<file path="config.mk">
export PLATFORM = sky130hd
export DESIGN_NAME = lector_mascara
export DESIGN_NICKNAME = d
export VERILOG_FILES = /design/src/rtl/lector_mascara.sv
export SDC_FILE = /design/constraint.sdc
export NUM_CORES = 1
export LEC_CHECK = 0
export BUFFER_PORTS_ARGS = -buffer_cell sky130_fd_sc_hd__buf_4
export CAP_MARGIN = 20
export CELL_PAD_IN_SITES_DETAIL_PLACEMENT = 0
export CELL_PAD_IN_SITES_GLOBAL_PLACEMENT = 1
export CORE_MARGIN = 5
export CORE_UTILIZATION = 35
export DETAILED_ROUTE_END_ITERATION = 8
export GPL_ROUTABILITY_DRIVEN = 0
export PLACE_DENSITY_LB_ADDON = 0.2
export SETUP_SLACK_MARGIN = 0.2
export SYNTH_ARGS = -nofsm -noshare
export SYNTH_HDL_FRONTEND = slang
export SYNTH_SLANG_ARGS = --single-unit
</file>
<file path="constraint.sdc">
create_clock -name clk -period 4.9 [get_ports clk]
set_input_delay 0.98 -clock clk [delete_from_list [all_inputs] [get_ports clk]]
set_output_delay 0.98 -clock clk [all_outputs]
set_load 0.02 [all_outputs]
</file>
<file path="src/rtl/lector_mascara.sv">
// Mask coefficient reader: fetches ceil(N*N/4) words from on-chip port 2 and unpacks them
// LSB-first into 8-bit coefficients. Optional running sum behind LECTOR_MASCARA_SUMA_EN.
module lector_mascara #(
  parameter int unsigned BITS_MEMORY_DATA     = 32,
  parameter int unsigned BITS_ADDR_MEM_ONCHIP = 14,
  parameter int unsigned BITS_COEF            = 8
) (
  input  logic                            clk,
  input  logic                            reset,
  input  logic                            iniciar,
  input  logic [BITS_ADDR_MEM_ONCHIP-1:0] direccion_inicio_mascara,
  input  logic [2:0]                      tamano_mascara,
  input  logic                            op_complete_mem_onchip_port_2,
  input  logic [BITS_MEMORY_DATA-1:0]     data_mem_onchip_port_2,
  output logic                            read_mem_onchip_port_2,
  output logic [BITS_ADDR_MEM_ONCHIP-1:0] address_mem_onchip_port_2,
  output logic                            coef_valido,
  output logic [BITS_COEF-1:0]            coef_dato,
  output logic [5:0]                      coef_indice,
  output logic                            mascara_lista,
  output logic                            error_tamano,
`ifdef LECTOR_MASCARA_SUMA_EN
  output logic [BITS_COEF+6-1:0]          suma_coeficientes,
`endif
  output logic                            ocupado
);

  typedef enum logic [1:0] {StReposo, StLeer, StDesempacar, StListo} state_t;

  state_t                          state_q, state_d;
  logic [BITS_ADDR_MEM_ONCHIP-1:0] addr_q, addr_d;
  logic [5:0]                      total_q, total_d;
  logic [5:0]                      cnt_q, cnt_d;
  logic [1:0]                      lane_q, lane_d;
  logic [BITS_MEMORY_DATA-1:0]     word_q, word_d;
  logic [BITS_COEF-1:0]            dato_q, dato_d;
  logic [5:0]                      indice_q, indice_d;
  logic                            error_q, error_d;
  logic [BITS_COEF-1:0]            lane_coef;
  logic [5:0]                      tam6;
  logic                            acepta;

  assign tam6      = {3'b000, tamano_mascara};
  assign lane_coef = word_q[lane_q*BITS_COEF +: BITS_COEF];
  assign acepta    = (state_q == StReposo) && iniciar && (tamano_mascara != 3'd0);

  always_comb begin
    state_d  = state_q;
    addr_d   = addr_q;
    total_d  = total_q;
    cnt_d    = cnt_q;
    lane_d   = lane_q;
    word_d   = word_q;
    dato_d   = dato_q;
    indice_d = indice_q;
    error_d  = 1'b0;
    read_mem_onchip_port_2 = 1'b0;
    coef_valido            = 1'b0;
    mascara_lista          = 1'b0;
    unique case (state_q)
      StReposo: begin
        if (iniciar) begin
          if (tamano_mascara == 3'd0) begin
            error_d = 1'b1;
          end else begin
            addr_d  = direccion_inicio_mascara;
            total_d = tam6 * tam6;
            cnt_d   = '0;
            lane_d  = '0;
            state_d = StLeer;
          end
        end
      end
      StLeer: begin
        read_mem_onchip_port_2 = 1'b1;
        if (op_complete_mem_onchip_port_2) begin
          word_d  = data_mem_onchip_port_2;
          lane_d  = '0;
          state_d = StDesempacar;
        end
      end
      StDesempacar: begin
        coef_valido = 1'b1;
        dato_d      = lane_coef;
        indice_d    = cnt_q;
        cnt_d       = cnt_q + 6'd1;
        lane_d      = lane_q + 2'd1;
        // Mask end can fall mid-word; otherwise refetch only after lane 3.
        if (cnt_q + 6'd1 == total_q) begin
          state_d = StListo;
        end else if (lane_q == 2'd3) begin
          addr_d  = addr_q + 1'b1;
          state_d = StLeer;
        end
      end
      StListo: begin
        mascara_lista = 1'b1;
        state_d       = StReposo;
      end
      default: state_d = StReposo;
    endcase
  end

  always_ff @(posedge clk) begin
    if (reset) begin
      state_q  <= StReposo;
      addr_q   <= '0;
      total_q  <= '0;
      cnt_q    <= '0;
      lane_q   <= '0;
      word_q   <= '0;
      dato_q   <= '0;
      indice_q <= '0;
      error_q  <= 1'b0;
    end else begin
      state_q  <= state_d;
      addr_q   <= addr_d;
      total_q  <= total_d;
      cnt_q    <= cnt_d;
      lane_q   <= lane_d;
      word_q   <= word_d;
      dato_q   <= dato_d;
      indice_q <= indice_d;
      error_q  <= error_d;
    end
  end

  // Coefficient outputs show the live lane while valid and hold the last emitted value otherwise.
  assign coef_dato                 = coef_valido ? lane_coef : dato_q;
  assign coef_indice               = coef_valido ? cnt_q : indice_q;
  assign address_mem_onchip_port_2 = addr_q;
  assign error_tamano              = error_q;
  assign ocupado                   = (state_q != StReposo);

`ifdef LECTOR_MASCARA_SUMA_EN
  logic [BITS_COEF+6-1:0] suma_q;

  always_ff @(posedge clk) begin
    if (reset) begin
      suma_q <= '0;
    end else if (acepta) begin
      suma_q <= '0;
    end else if (coef_valido) begin
      suma_q <= suma_q + {6'd0, lane_coef};
    end
  end

  assign suma_coeficientes = suma_q;
`else
  logic unused_acepta;
  assign unused_acepta = acepta;
`endif

endmodule
</file>
# == Word-level counts from Yosys, hierarchy flattened ==
# Index checks and enable logic that the tools add are counted.
# op_classes
addsub,3
n_mul,1
n_eq_ne,11
shifts,1
mux,24
bitwise_logic,3
n_reduce_logical,12
# ops
cell,n
14-bit two-way mux,4
32-bit by 6-bit variable part select with 8-bit output,1
14-bit one-hot mux with 2 select lines,1
6-bit two-way mux,3
2-bit two-way mux,8
14-bit by 1-bit adder with 14-bit output (second input constant),1
6-bit one-hot mux with 2 select lines,1
2-bit inequality test (second input constant),5
8-bit two-way mux,1
2-bit one-hot mux with 4 select lines,1
4-bit AND reduction,2
6-bit by 1-bit adder with 6-bit output (second input constant),1
2-bit == test (second input constant),3
6-bit == test,1
3-bit by 3-bit multiplier with 6-bit output,1
2-bit one-hot mux with 3 select lines,1
3-bit AND reduction,2
5-bit AND reduction,1
1-bit two-way mux,4
2-bit nonzero test,2
3-bit logical NOT,1
3-bit inequality test (second input constant),1
1-bit inverter,3
3-bit nonzero test,1
5 further kinds,5
# totals
ff_bits,77
in_bits,53

# == Depth between registers and ports, before layout ==
# depth
ltp_word,4
mapped_depth,9

# == Worst setup path after synthesis ==
# OpenSTA, ideal clock, no wires.
# synth_path
path_type,reg-to-output
startpoint,register lane_q[0]
endpoint,output coef_dato[2]
arrival_ps,1545
path_slack_ps,2375
path_stages_with_launch,5
path_buffers,1
cell_sequence,dfxtp_1 > clkbuf_1 > mux4_2 > nand2_1 > nand2_1
# synth_between
elab_chain_cells,2
# synth_rtl
item,line_no,text
start: declaration,34,"logic [1:0] lane_q, lane_d;"
start signal: assignment,120,lane_q <= lane_d;
32-bit by 6-bit variable part select with 8-bit output,44,assign lane_coef = word_q[lane_q*BITS_COEF +: BITS_COEF];
8-bit two-way mux,129,assign coef_dato = coef_valido ? lane_coef : dato_q;
end: declaration,18,"output logic [BITS_COEF-1:0] coef_dato,"
# Every way passes these cells.

# == Worst setup path after layout ==
# layout_path
startpoint,register state_q[1]
endpoint,output coef_dato[1]
# layout_between
elab_chain_cells,3
# layout_rtl
item,line_no,text
start: declaration,30,"state_t state_q, state_d;"
start signal: assignment,106,state_q <= StReposo;
start signal: assignment,116,state_q <= state_d;
2-bit == test,60,unique case (state_q)
1-bit two-way mux,60,
8-bit two-way mux,129,
# Every way passes these cells.

==> summary.json <==
{
  "start_util_pct": 35.7,
  "sequential_cell_area_um2": 1520,
  "synth_top_flop_cell": "sky130_fd_sc_hd__dfxtp_1",
  "dp_hpwl_um": 6820,
  "layout-drive-gt1-share_pct": 24.8,
  "syn-cell-area_um2": 3850,
  "setup_total_negative_slack_ns": 0,
  "worst-path-max-fanout": 45,
  "drt-wirelength-per-cell_um": 14.6,
  "final-hold-violation-count": 0,
  "cts_resized": 0,
  "cts_max_path_buffers": 2,
  "critPathLaunchType": "register",
  "total_leakage_power_nw": 1.86,
  "design.die.area_um2": 13200,
  "placement_rows": 38,
  "grt_antenna_before_repair": 0,
  "crit_path_cell_trace": "nand2b_2 -> inv_2 -> nand2_1 -> nand2_1 -> buf_4",
  "routed-via-count": 3472,
  "totalPowerFinal_mw": 1.47,
  "worst_path_most_repeated_cell": "sky130_fd_sc_hd__nand2_1",
  "area.growth.synth_to_final_pct": 22.7,
  "synth_cells": 477,
  "cts.repair_timing.setup_buffer_count": 0,
  "placement.io_buffers": 85,
  "hold_start": "word_q[16]$_SDFFE_PP0P_",
  "chipWidth_um": 115,
  "clock.fmax_ghz": 0.330,
  "clkTransAtPathRegs_ns": 0.07,
  "clock_tree_root": "sky130_fd_sc_hd__clkbuf_8",
  "synth-edff-count": 0,
  "timing.final.max_slew_violations": 0,
  "tritoncts_clock_tree": "done",
  "final_nets": 597,
  "yosysTopAreaCell": "sky130_fd_sc_hd__dfxtp_1",
  "layout_worst_path_cycle_share_pct": 61.8,
  "critical_path.slowest_cell": "sky130_fd_sc_hd__inv_2",
  "clock-skew-final_ns": 0.0102,
  "timing.reg2reg.setup_slack_ns": 2.56,
  "clk-insertion-delay-late_ns": 0.34,
  "worst_ep_arrival_time_ns": 2.05,
  "netlist_top_cells_area": "sky130_fd_sc_hd__dfxtp_1 (40%), sky130_fd_sc_hd__nand2_1 (14%), sky130_fd_sc_hd__a21oi_1 (9.7%), sky130_fd_sc_hd__mux4_2 (4.7%), sky130_fd_sc_hd__o32ai_2 (3.8%)",
  "dieHeight_um": 115,
  "synth.top_cell.area_share_pct": 39.5,
  "hp-class": "register to register",
  "crit_required_ns": 3.92,
  "crit_path_end_kind": "primary output",
  "global_route.usage.total_pct": 15.4,
  "grt_overflow_total": 0,
  "p_per_area_nw_per_um2": 311,
  "setup-violations-final": 0,
  "antenna_left": 0,
  "grt_first_pass_wirelength_um": 16500,
  "unrepaired_setup_endpoints_after_global_routing": "no",
  "worst_r2r_endpoint": "address_mem_onchip_port_2[7]$_SDFFE_PP0P_",
  "multi_input_area_um2": 2150,
  "cp_slowest_stage_delay_ns": 0.62,
  "drt_total_wl_um": 10000,
  "tritoncts.num_buffers": 9,
  "maxCapViolCount": 0,
  "whs_path_depth": 2,
  "ctsHtreeMaxLevel": 3,
  "register_to_register_path_depth": 7,
  "drt_first_pass_iters": 4,
  "synth.cells.most_frequent": "sky130_fd_sc_hd__nand2_1 (141), sky130_fd_sc_hd__dfxtp_1 (76), sky130_fd_sc_hd__a21oi_1 (75), sky130_fd_sc_hd__nor2_1 (27), sky130_fd_sc_hd__clkbuf_1 (19)",
  "max_slew.worst_pin.slew_ns": 1.04,
  "rr_startpoint": "cnt_q[0]$_SDFFE_PP0P_",
  "synth-seq-area-share_pct": 39.5,
  "worst-setup-path-type": "register to primary output",
  "min_delay_worst_endpoint": "word_q[16]$_SDFFE_PP0P_",
  "post_synthesis_area_per_instance_um2": 8.07,
  "holdBufCountCts": 0,
  "floorplan.io_pins": 86,
  "fraction_of_synthesis_flops_using_an_asynchronous_set_or_reset_pin_pct": 0,
  "drcViolationCount": 0,
  "core_area_um2": 10800,
  "run_status": "finished clean",
  "cts_sinks": 76,
  "vias_per_cell": 5.07,
  "insertedDiodeCount": 0,
  "slew_headroom_pct": 30.6,
  "vdd_drop_max_uv": 134,
  "yosys_warnings": 0,
  "final_period_minus_worst_setup_slack_ns": 3.03,
  "yosys.cell_count.top_type": "sky130_fd_sc_hd__nand2_1",
  "dr.first_iter.drc_count": 180,
  "layout.core_utilization_pct": 43.8,
  "flip_flop_and_latch_count_after_synthesis": 76,
  "pin_count_of_the_biggest_net_entering_global_routing": 76,
  "post_synth_num_cell_types": 59,
  "grt_pass1_vias": 3314,
  "postSynthNetCount": 534,
  "fill_cells": 1105
}
layout by cell type, fill, tap and decap left out, types with 5 or more instances in the layout:
master                       n
sky130_fd_sc_hd__nand3_1     7
sky130_fd_sc_hd__o32ai_2     9
sky130_fd_sc_hd__o21ai_0     8
sky130_fd_sc_hd__clkbuf_8    9
sky130_fd_sc_hd__nand2_1   141
sky130_fd_sc_hd__and2_1      5
sky130_fd_sc_hd__mux4_2      8
sky130_fd_sc_hd__nor2_1     27
sky130_fd_sc_hd__buf_4      86
sky130_fd_sc_hd__a21oi_1    75
sky130_fd_sc_hd__nor3_1     10
sky130_fd_sc_hd__dfxtp_1    76
sky130_fd_sc_hd__a211oi_1    5
cell families (layout without fill, tap and decap cells):
group                      count (synthesis)  count (layout)  share of synthesized area [%]
adders and majority gates                  4               4                           1.30
DFF                                       76              76                           39.5
AOI/OAI and AO/OA                        125             125                           22.6
and+or+nand+nor                          215             215                           24.7
muxes                                     10              10                           5.20
buffers and inverters                     39             107                           4.74
xor gates and xnor gates                   8               8                           2.01
worst max-delay path: cells and delay by family, from the launching register on:
family	cells	cell delay [ns]
simple gates	3	0.40
buf+inv	2	0.77
flops	1	0.54
routing by layer:
metal	wire, µm	track usage (%)	share of wire [%]
met1	4740	21.2	47
met2	4760	24.4	48
met3	470	3.16	4.7
met4	43	4.69	0.43
met5	0	0	0
registers in the layout, summed over array words and instances (netlist names):
signal                     cells
address_mem_onchip_port_2     14
cnt_q                          6
dato_q                         8
error_tamano                   1
indice_q                       6
lane_q                         2
state_q                        2
total_q                        5
word_q                        32
worst max path at each step:
stage                                 start                                         to  cells after the start
finish              state_q[1]$_SDFFE_PP0P_                               coef_dato[1]                      5
detailed placement        tamano_mascara[0]  address_mem_onchip_port_2[9]$_SDFFE_PP0P_                      7
global route        state_q[0]$_SDFFE_PP0P_                             coef_indice[0]                      5
floorplan            lane_q[0]$_SDFFE_PP0P_                               coef_dato[2]                      4
CTS                  lane_q[0]$_SDFFE_PP0P_                               coef_dato[7]                      4
global placement          tamano_mascara[0]  address_mem_onchip_port_2[6]$_SDFFE_PP0P_                      7
layout make-up:
class / count / area share (%)
clock inverter: 6 / 1.88
multi-input combinational: 362 / 45.5
sequential: 76 / 32.2
timing repair buffer: 86 / 13.7
inverter: 5 / 0.397
clock buffer: 10 / 2.70
tap: 140 / 3.71
report_power, final:
group	switching (mW)	total [mW]	internal [mW]	leakage, nW
clock network	0.236	0.523	0.287	0.102
registers	0.0367	0.686	0.649	0.618
logic	0.146	0.259	0.113	1.13
stage by stage:
stage	worst slack, ns	cell area [µm²]	instances	hold WS (ns)
floorplan	2.37	3850	477	0.433
global placement	1.93	4510	669	0.440
detailed placement	1.88	4510	669	0.447
CTS	1.85	4730	685	0.458
global route	1.69	4730	685	0.477
finish	1.87	4730	685	0.455
No activity file was read; power rests on OpenSTA's default activity.
